==> config.mk <==
export PLATFORM = sky130hd
export DESIGN_NAME = usb_frame_ctrl
export DESIGN_NICKNAME = d
export VERILOG_FILES = /design/src/rtl/usb_frame_ctrl.sv
export SDC_FILE = /design/constraint.sdc
export NUM_CORES = 1
export LEC_CHECK = 0
export CAP_MARGIN = 20
export CORE_UTILIZATION = 37
export CTS_CLUSTER_SIZE = 20
export DETAILED_ROUTE_END_ITERATION = 7
export SETUP_SLACK_MARGIN = 0.05
export SYNTH_ARGS = -nofsm -noshare
export SYNTH_HDL_FRONTEND = slang
export SYNTH_SLANG_ARGS = --single-unit
==> constraint.sdc <==
create_clock -name clk -period 2.7 [get_ports clk]
set_input_delay 0.405 -clock clk [delete_from_list [all_inputs] [get_ports clk]]
set_output_delay 0.405 -clock clk [all_outputs]
set_load 0.1 [all_outputs]
==> src/rtl/usb_frame_ctrl.sv <==
// USB video ingest frame controller: hunts the two-byte start-of-frame marker,
// gates payload bytes into the pixel packer and turns pixel strobes into frame-buffer writes.
module usb_frame_ctrl #(
  parameter int unsigned H_ACTIVE = 640,
  parameter int unsigned V_ACTIVE = 480,
  parameter int unsigned ADDR_W   = 19,
  parameter logic [7:0]  SYNC0    = 8'hA5,
  parameter logic [7:0]  SYNC1    = 8'h5A,
  parameter int unsigned TIMEOUT  = 65535
) (
  input  logic              clk,
  input  logic              rst_n,
  input  logic [7:0]        usb_byte,
  input  logic              usb_byte_valid,
  output logic [7:0]        pk_byte,
  output logic              pk_byte_valid,
  output logic              pk_clr,
  input  logic [23:0]       pix_data,
  input  logic              pix_valid,
  output logic [ADDR_W-1:0] wr_addr,
  output logic [23:0]       wr_data,
  output logic              wr_en,
  output logic              buf_sel,
  output logic              frame_done,
  output logic              frame_err,
  output logic              busy
);

  localparam int unsigned NPIX   = H_ACTIVE * V_ACTIVE;
  localparam int unsigned NBYTES = 3 * NPIX;
  localparam int unsigned BCNT_W = $clog2(NBYTES + 1);
  localparam int unsigned TMO_W  = $clog2(TIMEOUT + 1);

  localparam logic [BCNT_W-1:0] BYTE_MAX = BCNT_W'(NBYTES);
  localparam logic [ADDR_W-1:0] PIX_LAST = ADDR_W'(NPIX - 1);
  localparam logic [TMO_W-1:0]  TMO_LAST = TMO_W'(TIMEOUT - 1);

  typedef enum logic [1:0] {
    IDLE,
    SYNC,
    RECV,
    DONE
  } state_t;

  state_t              r_state;
  logic [BCNT_W-1:0]   r_byte_cnt;
  logic [ADDR_W-1:0]   r_pix_cnt;
  logic [TMO_W-1:0]    r_tmo_cnt;

  logic w_byte_room;
  logic w_last_pix;
  logic w_tmo_hit;

  assign w_byte_room = (r_byte_cnt < BYTE_MAX);
  assign w_last_pix  = pix_valid && (r_pix_cnt == PIX_LAST);
  // Expiry needs an idle cycle; a byte arriving on the boundary cycle still restarts the count.
  assign w_tmo_hit   = !usb_byte_valid && (r_tmo_cnt == TMO_LAST);

  always_ff @(posedge clk) begin
    if (!rst_n) begin
      r_state       <= IDLE;
      r_byte_cnt    <= '0;
      r_pix_cnt     <= '0;
      r_tmo_cnt     <= '0;
      pk_byte       <= '0;
      pk_byte_valid <= 1'b0;
      pk_clr        <= 1'b0;
      wr_addr       <= '0;
      wr_data       <= '0;
      wr_en         <= 1'b0;
      buf_sel       <= 1'b0;
      frame_done    <= 1'b0;
      frame_err     <= 1'b0;
      busy          <= 1'b0;
    end else begin
      pk_byte_valid <= 1'b0;
      pk_clr        <= 1'b0;
      wr_en         <= 1'b0;
      frame_done    <= 1'b0;
      frame_err     <= 1'b0;

      case (r_state)
        IDLE: begin
          if (usb_byte_valid && (usb_byte == SYNC0)) begin
            r_state <= SYNC;
            busy    <= 1'b1;
          end
        end

        SYNC: begin
          if (usb_byte_valid) begin
            if (usb_byte == SYNC1) begin
              r_state    <= RECV;
              pk_clr     <= 1'b1;
              r_byte_cnt <= '0;
              r_pix_cnt  <= '0;
              r_tmo_cnt  <= '0;
            end else if (usb_byte != SYNC0) begin
              r_state <= IDLE;
              busy    <= 1'b0;
            end
          end
        end

        RECV: begin
          if (usb_byte_valid) begin
            r_tmo_cnt <= '0;
            if (w_byte_room) begin
              pk_byte       <= usb_byte;
              pk_byte_valid <= 1'b1;
              r_byte_cnt    <= r_byte_cnt + BCNT_W'(1);
            end
          end else begin
            r_tmo_cnt <= r_tmo_cnt + TMO_W'(1);
          end

          if (pix_valid) begin
            wr_en   <= 1'b1;
            wr_addr <= r_pix_cnt;
            wr_data <= pix_data;
          end

          // Completion takes priority over a coincident timeout.
          if (w_last_pix) begin
            r_state    <= DONE;
            frame_done <= 1'b1;
          end else begin
            if (pix_valid) begin
              r_pix_cnt <= r_pix_cnt + ADDR_W'(1);
            end
            if (w_tmo_hit) begin
              r_state   <= IDLE;
              frame_err <= 1'b1;
              busy      <= 1'b0;
            end
          end
        end

        DONE: begin
          r_state <= IDLE;
          busy    <= 1'b0;
          buf_sel <= ~buf_sel;
        end

        default: begin
          r_state <= IDLE;
          busy    <= 1'b0;
        end
      endcase
    end
  end

endmodule

## Yosys cells after proc, flatten, opt, wreduce, memory -nomap -nowiden

Cells that the tools add are included.

- Bits in registers: 115
- Latch bits: 0
- RAM bits: 0
- ROM bits: 0
- Input port bits: 36
- Output and inout port bits: 58
- Memories kept: 0

- $add $sub $neg: 3
- Multiply operators: 0
- Divide/modulo/power cells: 0
- Magnitude comparators: 1
- Equal/unequal tests: 20
- Shift operators: 0
- Mux-type cells: 33
- Bitwise gates (word level): 3
- Reduce and logical (&&, ||, !) cells: 17

Operators by type and width:

| cell | number |
|---|---|
| 2-to-1 mux 20 bit | 4 |
| 2-to-1 mux 19 bit | 4 |
| 2-to-1 mux 16 bit | 3 |
| case mux 20 bit (2 select lines) | 1 |
| case mux 19 bit (2 select lines) | 1 |
| case mux 16 bit (2 select lines) | 1 |
| adder 20 x 1 -> 20 bit (second input constant) | 1 |
| < comparator 20 bit (second input constant) | 1 |
| inequality test 2 bit (second input constant) | 10 |
| adder 19 x 1 -> 19 bit (second input constant) | 1 |
| equality test 19 bit (second input constant) | 1 |
| adder 16 x 1 -> 16 bit (second input constant) | 1 |
| equality test 16 bit (second input constant) | 1 |
| 2-to-1 mux 2 bit | 6 |
| AND reduction 3 bit | 4 |
| 2-to-1 mux 1 bit | 11 |
| AND reduction 5 bit | 2 |
| equality test 8 x 7 -> 1 bit (second input constant) | 1 |
| equality test 8 bit (second input constant) | 1 |
| inequality test 8 bit (second input constant) | 1 |
| case mux 2 bit (4 select lines) | 1 |
| inequality test 3 bit (second input constant) | 2 |
| AND reduction 6 bit | 1 |
| equality test 2 bit (second input constant) | 2 |
| 10 further kinds | 15 |

## Logic depth before layout (Yosys ltp)

Gate-level depths: netlist of run 1.

- Depth after elaboration: 5
- Depth in mapped cells: 9
- Gate-level depth less buffers: 7

## Least setup slack after synthesis of run 1

No wires, ideal clock.

- Path type: register to register
- Start: register r_pix_cnt[0]
- End: register r_pix_cnt[12]
- Library setup time: 0.120 ns
- Data arrival time: 1.837 ns
- Path slack: 0.743 ns
- Cell stages (with the launch flop): 9
- Path through: dfxtp_1 > ha_1 > nand4_1 > or2_1 > clkbuf_1 > o211ai_2 > and2_1 > buf_2 > a211o_1

- Cells in the longest elaborated chain, start to end: 4
- Elaborated cells on any way between the ends: 8
- Classes of those cells: add/sub: 1; eq/ne: 2; mux: 3; reduce/logical: 2

RTL lines:

| element | line | RTL |
|---|---|---|
| start: declaration | 47 | `logic [ADDR_W-1:0] r_pix_cnt;` |
| start signal: assignment | 129 | `r_pix_cnt <= r_pix_cnt + ADDR_W'(1);` |
| adder 19 x 1 -> 19 bit / equality test 19 bit (equally long branches) | 129, 55 |  |
| 2-to-1 mux 19 bit / logical AND 1 bit (equally long branches) | 128, 55 |  |
| 2-to-1 mux 19 bit / inequality test 2 bit (equally long branches) | n/a |  |
| case mux 19 bit (2 select lines) / AND reduction 5 bit (equally long branches) | n/a |  |

Several ways; a longest one is shown, not always the timed one. The select of a mux whose other input is x is not followed.
A chain may end at the register's enable or synchronous reset.

## Final worst setup path of run 1

- Start: register r_pix_cnt[0]
- End: register r_pix_cnt[7]

Same word-level chain as after synthesis.

==> results of run 1 <==
==> worst min-delay path, delay by kind of cell (launching register included) <==
| family | cells | cell delay, ns |
|---|---|---|
| flip-flops | 1 | 0.30 |
| AND/OR/NAND/NOR | 1 | 0.05 |
| AO/OA/AOI/OAI | 1 | 0.05 |
==> kinds of logic after synthesis <==
| logic type | Yosys count |
|---|---|
| XOR/XNOR | 13 |
| multiplexers | 20 |
| flip-flops | 115 |
| AO/OA/AOI/OAI | 126 |
| adder cells (fa/ha/maj) | 9 |
| buffers and inverters | 55 |
| AND/OR/NAND/NOR | 291 |
==> power by group through the flow <==
| stage | Combinational (mW) | Sequential, mW | Clock [mW] |
|---|---|---|---|
| after detailed placement | 0.548 | 1.77 | 0 |
| after CTS | 0.550 | 1.74 | 2.12 |
| final | 0.546 | 1.74 | 2.07 |
| after floorplan | 0.322 | 1.81 | 0 |
| after global placement | 0.538 | 1.77 | 0 |
| after global routing | 0.594 | 1.74 | 2.19 |
==> registers in the layout, indices dropped and copies added (netlist names), 2 cells and up <==
name,cells
r_state,2
r_tmo_cnt,16
r_pix_cnt,19
pk_byte,8
wr_data,24
wr_addr,19
r_byte_cnt,20
==> how the worst max path moves through the flow <==
stage | cells past startpoint | endpoint | start | slack (ns)
floorplan | 8 | r_pix_cnt[12]$_SDFFE_PN0P_ | r_pix_cnt[0]$_SDFFE_PN0P_ | 0.74
global route | 7 | r_pix_cnt[7]$_SDFFE_PN0P_ | r_pix_cnt[0]$_SDFFE_PN0P_ | 0.29
CTS | 7 | r_pix_cnt[3]$_SDFFE_PN0P_ | r_pix_cnt[1]$_SDFFE_PN0P_ | 0.47
global placement | 7 | r_byte_cnt[4]$_SDFFE_PN0P_ | usb_byte[2] | 0.20
finish | 7 | r_pix_cnt[7]$_SDFFE_PN0P_ | r_pix_cnt[0]$_SDFFE_PN0P_ | 0.48
detailed placement | 7 | r_byte_cnt[12]$_SDFFE_PN0P_ | usb_byte[5] | 0.11
==> layout by cell type, fill, tap and decap left out, drive strengths merged, types with 3 or more instances in the layout <==
cell	count
a31o	3
nand2b	5
mux2i	20
and3	12
o31a	4
a21boi	3
o21ai	16
nor3	18
and2	6
a21oi	56
or3	5
clkdlybuf4s50	35
nand4	19
nor4bb	3
or4	5
and4	9
a211o	5
buf	76
nor4	10
xor2	10
nand2	126
clkbuf	23
o31ai	5
inv	17
nand3	30
o21a	5
clkinv	6
a31oi	7
nor2	33
a21o	3
xnor2	3
dfxtp	115
or2	3
ha	9
==> metrics by stage <==
stage	utilization [%]	hold WS, ns	power, mW	instance area [µm²]	worst slack, ns
global placement	45.08	0.4438	2.308	6257	0.1991
global route	48.99	0.4716	4.525	6800	0.2867
CTS	48.99	0.4545	4.401	6800	0.4714
detailed placement	45.08	0.4474	2.319	6257	0.1130
finish	48.99	0.4520	4.352	6800	0.4818
floorplan	-	0.4347	2.130	5261	0.7433
==> layer usage <==
metal | vias to the layer above | part of all wire, %
li1 | 2419 | -
met1 | 2203 | 46
met2 | 83 | 49
met3 | 15 | 3.5
met4 | 0 | 1.5
met5 | - | 0
==> area by class of cell <==
| cell class | count | share of cell area, % |
|---|---|---|
| timing repair buffer | 111 | 13.73 |
| inverter | 18 | 0.9936 |
| sequential | 115 | 33.85 |
| clock inverter | 6 | 0.8096 |
| tap | 180 | 3.312 |
| clock buffer | 23 | 7.176 |
| multi-input combinational | 459 | 40.13 |
==> impl_metrics.prom, run 1 <==
# TYPE chip_impl_metric gauge
chip_impl_info{name="outcome",value="complete, no violations"} 1
chip_impl_info{name="synth_top_family_by_area",value="simple AND/OR/NAND/NOR gates"} 1
chip_impl_metric{name="crit_path_max_incr_delay",unit="ns"} 0.47
chip_impl_metric{name="drt_first_pass_iters",unit=""} 4
chip_impl_metric{name="postCtsSetupBuffers",unit=""} 0
chip_impl_metric{name="post_synth_and_or_nand_nor_area_fraction",unit="%"} 27.97
chip_impl_metric{name="total_clock_buffers_created_by_cts",unit=""} 17
chip_impl_metric{name="cap_violations",unit=""} 0
chip_impl_metric{name="synthesis.instances",unit=""} 629
chip_impl_info{name="yosys-top-cells-count",value="126 x nand2_1, 115 x dfxtp_1, 55 x a21oi_1"} 1
chip_impl_metric{name="finish.net_count",unit=""} 767
chip_impl_metric{name="antenna-diode-count",unit=""} 0
chip_impl_metric{name="core.rowCount",unit=""} 43
chip_impl_metric{name="syn_area_per_cell",unit="µm²"} 8.365
chip_impl_info{name="yosys_most_used_dff",value="dfxtp_1"} 1
chip_impl_metric{name="yosysWarningCount",unit=""} 0
chip_impl_metric{name="synth_sequential_area_ratio",unit="%"} 43.76
chip_impl_info{name="r2r_start",value="r_pix_cnt[0]$_SDFFE_PN0P_"} 1
chip_impl_info{name="endpoint_type_of_the_worst_setup_path",value="flip-flop"} 1
chip_impl_metric{name="start_util",unit="%"} 37.90
chip_impl_metric{name="design.die.area",unit="µm²"} 14700
chip_impl_metric{name="setup_viol_count_final",unit=""} 0
chip_impl_metric{name="slew_headroom",unit="%"} 26.87
chip_impl_info{name="clock_tree.root_cell",value="clkbuf_16"} 1
chip_impl_metric{name="max_slew.worst_pin.slew",unit="ns"} 1.097
chip_impl_metric{name="detail_route.vias_per_cell",unit=""} 5.175
chip_impl_metric{name="p_int",unit="mW"} 3.253
chip_impl_info{name="critical_path.cell_chain",value="ha_1, nand4_1, or2_1, o211ai_2, buf_4, nor3b_1, a21o_1"} 1
chip_impl_metric{name="synth_fp_nets",unit=""} 674
chip_impl_metric{name="wl_per_cell",unit="µm"} 14.11
chip_impl_metric{name="power_frac_clock",unit="%"} 47.5
chip_impl_metric{name="multiInputGateArea",unit="µm²"} 2729
chip_impl_metric{name="timing.reg2reg.worst_path_depth",unit=""} 7
chip_impl_metric{name="pwr-share-comb",unit="%"} 12.6
chip_impl_info{name="yosysMostFrequentCell",value="nand2_1"} 1
chip_impl_metric{name="placeableCoreArea",unit="µm²"} 13880
chip_impl_metric{name="globalplace.congestion",unit=""} 0.8033
chip_impl_metric{name="cts.reportedPaths.clkPinSlew",unit="ns"} 0.05
chip_impl_metric{name="worst_hold_path.num_cells",unit=""} 2
chip_impl_metric{name="synth_area",unit="µm²"} 5261
chip_impl_info{name="clock_tree_from_tritoncts",value="yes"} 1
chip_impl_metric{name="grtUsageMet1",unit="%"} 22.02
chip_impl_metric{name="p_per_area",unit="nW/µm²"} 640.0
chip_impl_metric{name="power.leakage",unit="nW"} 2.542
chip_impl_metric{name="top_cell_type_s_share_of_synthesized_area",unit="%"} 43.76
chip_impl_metric{name="worst-path-max-fanout",unit=""} 10
chip_impl_metric{name="boundaryPins",unit=""} 94
chip_impl_metric{name="final-seq-area",unit="µm²"} 2302
chip_impl_metric{name="gr-total-overflow",unit=""} 0
chip_impl_metric{name="synth_compound_area_share",unit="%"} 15.79
chip_impl_metric{name="number_of_global_route_vias_before_repair",unit=""} 4419
chip_impl_metric{name="path_buf_inv",unit=""} 1
chip_impl_metric{name="grt_start_max_net_pins",unit=""} 44
chip_impl_metric{name="detailed_place_hpwl",unit="mm"} 8.964
chip_impl_metric{name="grt_util_met3",unit="%"} 4.558
chip_impl_metric{name="grt_first_pass_wirelength",unit="mm"} 21.05
chip_impl_metric{name="worstPathArrival",unit="ns"} 2.52
chip_impl_metric{name="setup.reg_to_reg.worst_slack",unit="ns"} 0.48
chip_impl_info{name="yosys-top-cells-area",value="dfxtp_1 44%, nand2_1 9.0%, a21oi_1 5.2%"} 1
chip_impl_metric{name="hold_viol_final",unit=""} 0
chip_impl_metric{name="cts.path.max_buffers",unit=""} 2
chip_impl_metric{name="fin_crit",unit="ns"} 2.218
chip_impl_metric{name="cts_resizes",unit=""} 0
chip_impl_metric{name="synthDistinctLibCells",unit=""} 65
chip_impl_metric{name="power.net_switching",unit="mW"} 1.099
chip_impl_info{name="cell_class_contributing_the_biggest_share_of_worst_path_delay",value="simple AND/OR/NAND/NOR gates"} 1
chip_impl_metric{name="ys_ff_latch",unit=""} 115
chip_impl_metric{name="io_buffers",unit=""} 93
chip_impl_metric{name="gr-usage-met2",unit="%"} 30.54
chip_impl_metric{name="routed_wirelength",unit="mm"} 12.87
chip_impl_metric{name="synth_xor_area_share",unit="%"} 2.164
chip_impl_info{name="worstSetupStartpointType",value="flip-flop"} 1
chip_impl_metric{name="synth_enable_flop_cells",unit=""} 0
chip_impl_metric{name="die_x",unit="µm"} 121.2
chip_impl_metric{name="place.detailed.instances",unit=""} 883
chip_impl_metric{name="yosys.area_share.adder",unit="%"} 2.140
chip_impl_info{name="worstSetupPathType",value="flip-flop to flip-flop"} 1
chip_impl_info{name="crit-reg2reg-capture",value="r_pix_cnt[7]$_SDFFE_PN0P_"} 1
chip_impl_metric{name="initial_antenna_violation_count",unit=""} 0
chip_impl_metric{name="post_route_cells_drive_above_1_share",unit="%"} 16.80
chip_impl_metric{name="area_growth",unit="%"} 29.25
chip_impl_metric{name="mux_cell_area_share_after_synthesis",unit="%"} 3.805
chip_impl_metric{name="die_height",unit="µm"} 121.2
chip_impl_metric{name="global_route.usage.total",unit="%"} 18.21
chip_impl_metric{name="vdd_drop_max",unit="µV"} 446.2
chip_impl_info{name="min_to",value="wr_addr[3]$_SDFFE_PN0P_"} 1
chip_impl_metric{name="cts_htree_levels",unit=""} 4
chip_impl_info{name="synth_area_leader_cell",value="dfxtp_1"} 1
chip_impl_metric{name="drc",unit=""} 0
chip_impl_info{name="hp-class",value="flip-flop to flip-flop"} 1
chip_impl_metric{name="pwr-share-seq",unit="%"} 39.9
chip_impl_metric{name="insertion_delay",unit="ns"} 0.42
chip_impl_metric{name="finalMaxSlewViolations",unit=""} 0
chip_impl_metric{name="cp.required",unit="ns"} 3.01
chip_impl_metric{name="clock_sink_count",unit=""} 115
chip_impl_metric{name="drt-initial-drc-count",unit=""} 329
chip_impl_info{name="grt_most_used_layer",value="met2"} 1
chip_impl_metric{name="synth_async_sr_flop_share",unit="%"} 0
chip_impl_metric{name="finalNonFillerCells",unit=""} 912
chip_impl_metric{name="finalSetupTns",unit="ns"} 0
chip_impl_metric{name="skew",unit="ns"} 0.01260
chip_impl_info{name="worst_path_max_delay_cell",value="o211ai_2"} 1
chip_impl_info{name="grt_setup_unrepaired",value="no"} 1
chip_impl_info{name="worstHoldStart",value="wr_addr[3]$_SDFFE_PN0P_"} 1
chip_impl_metric{name="final.fill_count",unit=""} 1354
chip_impl_metric{name="detail-route-antenna-nets",unit=""} 0
chip_impl_metric{name="routed-via-count",unit=""} 4720
chip_impl_metric{name="finalCritPeriodShare",unit="%"} 82.16
chip_impl_metric{name="switching_share",unit="%"} 25.26
chip_impl_metric{name="hold_buffers",unit=""} 0
chip_impl_metric{name="max_freq",unit="GHz"} 0.4508
Power figures use the tool's default switching activity.
==> run 2: changes to the inputs <==
==> constraint.sdc (replaced) <==
create_clock -name clk -period 2 [get_ports clk]
set_input_delay 0.3 -clock clk [delete_from_list [all_inputs] [get_ports clk]]
set_output_delay 0.3 -clock clk [all_outputs]
set_load 0.1 [all_outputs]
==> run 2 against run 1 <==
The flow now finishes with violations (negative setup slack). Total power is 50% higher. Worst setup slack worse by 0.57 ns. Sequential share of layout area is 3.9 points lower. Hold slack worse by 0.030 ns. Design area is 13% higher. Non-clock buffer count is 72 higher. Count of clock-buffer cells in the layout is 1 lower. Global-route usage is 2.2 points higher.
==> impl_metrics.prom, run 2 (synthesized netlist as in run 1, its figures left out) <==
# TYPE chip_impl_metric gauge
chip_impl_info{name="biggestRegsByFlops",value="wr_data x24, r_byte_cnt x20"} 1
chip_impl_info{name="outcome",value="finished, violations left"} 1
chip_impl_info{name="min_to",value="wr_data[11]$_SDFFE_PN0P_"} 1
chip_impl_metric{name="detail-route-antenna-nets",unit=""} 0
chip_impl_metric{name="fin_crit",unit="ns"} 2.085
chip_impl_metric{name="worstPathArrival",unit="ns"} 2.43
chip_impl_info{name="layout_common_cells",value="138 x buf_4, 125 x nand2_1, 110 x dfxtp_1, 54 x a21oi_1, 35 x clkdlybuf4s50_1"} 1
chip_impl_metric{name="place_worst_setup_slack",unit="ns"} -0.3192
chip_impl_metric{name="design_area",unit="µm²"} 7705
chip_impl_metric{name="grt_start_max_net_pins",unit=""} 44
chip_impl_metric{name="worst_hold_path.num_cells",unit=""} 3
chip_impl_metric{name="grt_first_pass_wirelength",unit="mm"} 23.72
chip_impl_metric{name="slew_headroom",unit="%"} 70.26
chip_impl_metric{name="final_ws_setup",unit="ns"} -0.08476
chip_impl_metric{name="area_growth",unit="%"} 46.44
chip_impl_metric{name="max_freq",unit="GHz"} 0.4797
chip_impl_info{name="grt_setup_unrepaired",value="yes"} 1
chip_impl_metric{name="die_height",unit="µm"} 121.2
chip_impl_metric{name="cap_violations",unit=""} 0
chip_impl_info{name="clock_tree.root_cell",value="clkbuf_16"} 1
chip_impl_metric{name="setup.reg_to_reg.worst_slack",unit="ns"} -0.08
chip_impl_metric{name="design.die.area",unit="µm²"} 14700
chip_impl_info{name="clock_tree_from_tritoncts",value="yes"} 1
chip_impl_metric{name="max_slew.worst_pin.slew",unit="ns"} 0.4460
chip_impl_metric{name="hold_viol_final",unit=""} 0
chip_impl_metric{name="insertion_delay",unit="ns"} 0.43
chip_impl_metric{name="place_area",unit="µm²"} 6755
chip_impl_metric{name="detailed_place_hpwl",unit="mm"} 9.647
chip_impl_metric{name="detail_route.vias_per_cell",unit=""} 5.192
chip_impl_metric{name="wl_per_cell",unit="µm"} 14.44
chip_impl_metric{name="p_per_area",unit="nW/µm²"} 848.0
chip_impl_info{name="crit-reg2reg-capture",value="r_byte_cnt[14]$_SDFFE_PN0P_"} 1
chip_impl_info{name="worstSetupPathType",value="flip-flop to flip-flop"} 1
chip_impl_metric{name="worst-path-max-fanout",unit=""} 4
chip_impl_metric{name="drc",unit=""} 0
chip_impl_metric{name="routed_wirelength",unit="mm"} 14.23
chip_impl_info{name="most_flops_register",value="wr_data"} 1
chip_impl_metric{name="number_of_global_route_vias_before_repair",unit=""} 5146
chip_impl_metric{name="total_clock_buffers_created_by_cts",unit=""} 17
chip_impl_metric{name="io_buffers",unit=""} 93
chip_impl_metric{name="cp.required",unit="ns"} 2.35
chip_impl_metric{name="skew",unit="ns"} 0.01594
chip_impl_metric{name="start_util",unit="%"} 37.90
chip_impl_metric{name="multiInputGateArea",unit="µm²"} 2910
chip_impl_metric{name="initial_antenna_violation_count",unit=""} 0
chip_impl_metric{name="finalCritPeriodShare",unit="%"} 104.2
chip_impl_metric{name="core.rowCount",unit=""} 43
chip_impl_metric{name="routed-via-count",unit=""} 5119
chip_impl_metric{name="boundaryPins",unit=""} 94
chip_impl_metric{name="cts_htree_levels",unit=""} 4
chip_impl_metric{name="power.leakage",unit="nW"} 2.969
chip_impl_metric{name="finalMaxSlewViolations",unit=""} 0
chip_impl_metric{name="post_route_cells_drive_above_1_share",unit="%"} 27.67
chip_impl_metric{name="drt_first_pass_iters",unit=""} 5
chip_impl_metric{name="drt-initial-drc-count",unit=""} 342
chip_impl_info{name="endpoint_type_of_the_worst_setup_path",value="flip-flop"} 1
chip_impl_metric{name="cts.path.max_buffers",unit=""} 2
chip_impl_metric{name="cts.reportedPaths.clkPinSlew",unit="ns"} 0.05
chip_impl_metric{name="clock_sink_count",unit=""} 115
chip_impl_info{name="failing_checks",value="negative setup slack"} 1
chip_impl_metric{name="final.fill_count",unit=""} 1264
chip_impl_metric{name="finish.net_count",unit=""} 839
chip_impl_info{name="r2r_start",value="r_byte_cnt[15]$_SDFFE_PN0P_"} 1
chip_impl_metric{name="gr-total-overflow",unit=""} 0
chip_impl_metric{name="number_of_flip_flops_in_the_largest_register",unit=""} 24
chip_impl_metric{name="final-seq-area",unit="µm²"} 2308
chip_impl_metric{name="vdd_drop_max",unit="µV"} 654.0
chip_impl_metric{name="globalplace.congestion",unit=""} 0.8130
chip_impl_info{name="worstHoldStart",value="pix_data[11]"} 1
chip_impl_metric{name="finalCoreUtilization",unit="%"} 55.51
chip_impl_info{name="worstSetupStartpointType",value="flip-flop"} 1
chip_impl_metric{name="global_route.usage.total",unit="%"} 20.44
chip_impl_metric{name="placeableCoreArea",unit="µm²"} 13880
chip_impl_metric{name="setup_viol_count_final",unit=""} 8
chip_impl_info{name="mostFrequentLayoutCell",value="buf_4"} 1
chip_impl_metric{name="timing.reg2reg.worst_path_depth",unit=""} 7
chip_impl_metric{name="antenna-diode-count",unit=""} 0
chip_impl_metric{name="die_x",unit="µm"} 121.2
chip_impl_info{name="hp-class",value="input pin to flip-flop"} 1
==> run 2: critical path, stage by stage (launching register included) <==
cell,delay (ns)
dfxtp_2,0.31
or4_4,0.55
o2111ai_4,0.24
a21oi_4,0.12
buf_12,0.15
buf_16,0.13
nor4_4,0.27
mux2i_1,0.23
==> run 2: power breakdown <==
| part | total [mW] | switching (mW) | internal [mW] |
|---|---|---|---|
| Combinational | 0.982 | 0.549 | 0.432 |
| Sequential | 2.34 | 0.0252 | 2.32 |
| Clock | 3.21 | 1.04 | 2.17 |
==> run 2: worst max path at each step <==
| stage | cells after the start | from | to |
|---|---|---|---|
| floorplan | 7 | r_pix_cnt[0]$_SDFFE_PN0P_ | r_pix_cnt[6]$_SDFFE_PN0P_ |
| global placement | 8 | usb_byte[2] | r_byte_cnt[8]$_SDFFE_PN0P_ |
| detailed placement | 7 | usb_byte[2] | r_byte_cnt[12]$_SDFFE_PN0P_ |
| CTS | 7 | r_byte_cnt[16]$_SDFFE_PN0P_ | r_byte_cnt[14]$_SDFFE_PN0P_ |
| global route | 7 | r_byte_cnt[15]$_SDFFE_PN0P_ | r_byte_cnt[14]$_SDFFE_PN0P_ |
| finish | 7 | r_byte_cnt[15]$_SDFFE_PN0P_ | r_byte_cnt[14]$_SDFFE_PN0P_ |
==> run 2: metal layers <==
| metal | share of wire [%] | wire [µm] | up-vias | global-route usage (%) |
|---|---|---|---|---|
| met5 | 0 | 0 | - | 0 |
| met4 | 2.0 | 279 | 0 | 9.259 |
| met3 | 3.6 | 506 | 19 | 4.370 |
| met2 | 51 | 7215 | 110 | 36.04 |
| met1 | 44 | 6231 | 2416 | 23.52 |
| li1 | - | - | 2574 | - |
==> run 2: area by class of cell <==
class	count	area share, %
clock buffers	22	6.155
clock inverters	9	1.981
inverters	18	0.8769
multi-input cells	459	37.77
flip-flops and latches	115	29.96
well taps	180	2.923
repair buffers	183	20.33
==> run 2: what timing repair did <==
action                     4_1_cts  5_1_grt
buffers inserted                 4        2
setup endpoints to repair        9       44
pin swaps                       18        8
cloned                           2        1
hold buffers                     0        0
gates resized for setup         18       29
==> run 2: metrics by stage <==
| stage | total power, mW | instances | hold slack [ns] | setup TNS [ns] |
|---|---|---|---|---|
| detailed placement | 3.291 | 946 | 0.4493 | -11.66 |
| CTS | 6.555 | 983 | 0.4131 | -0.4129 |
| global route | 6.789 | 986 | 0.4372 | -1.278 |
| global placement | 3.273 | 946 | 0.4433 | -8.618 |
| floorplan | 2.876 | 629 | 0.4347 | 0 |
| finish | 6.534 | 986 | 0.4222 | -0.3716 |
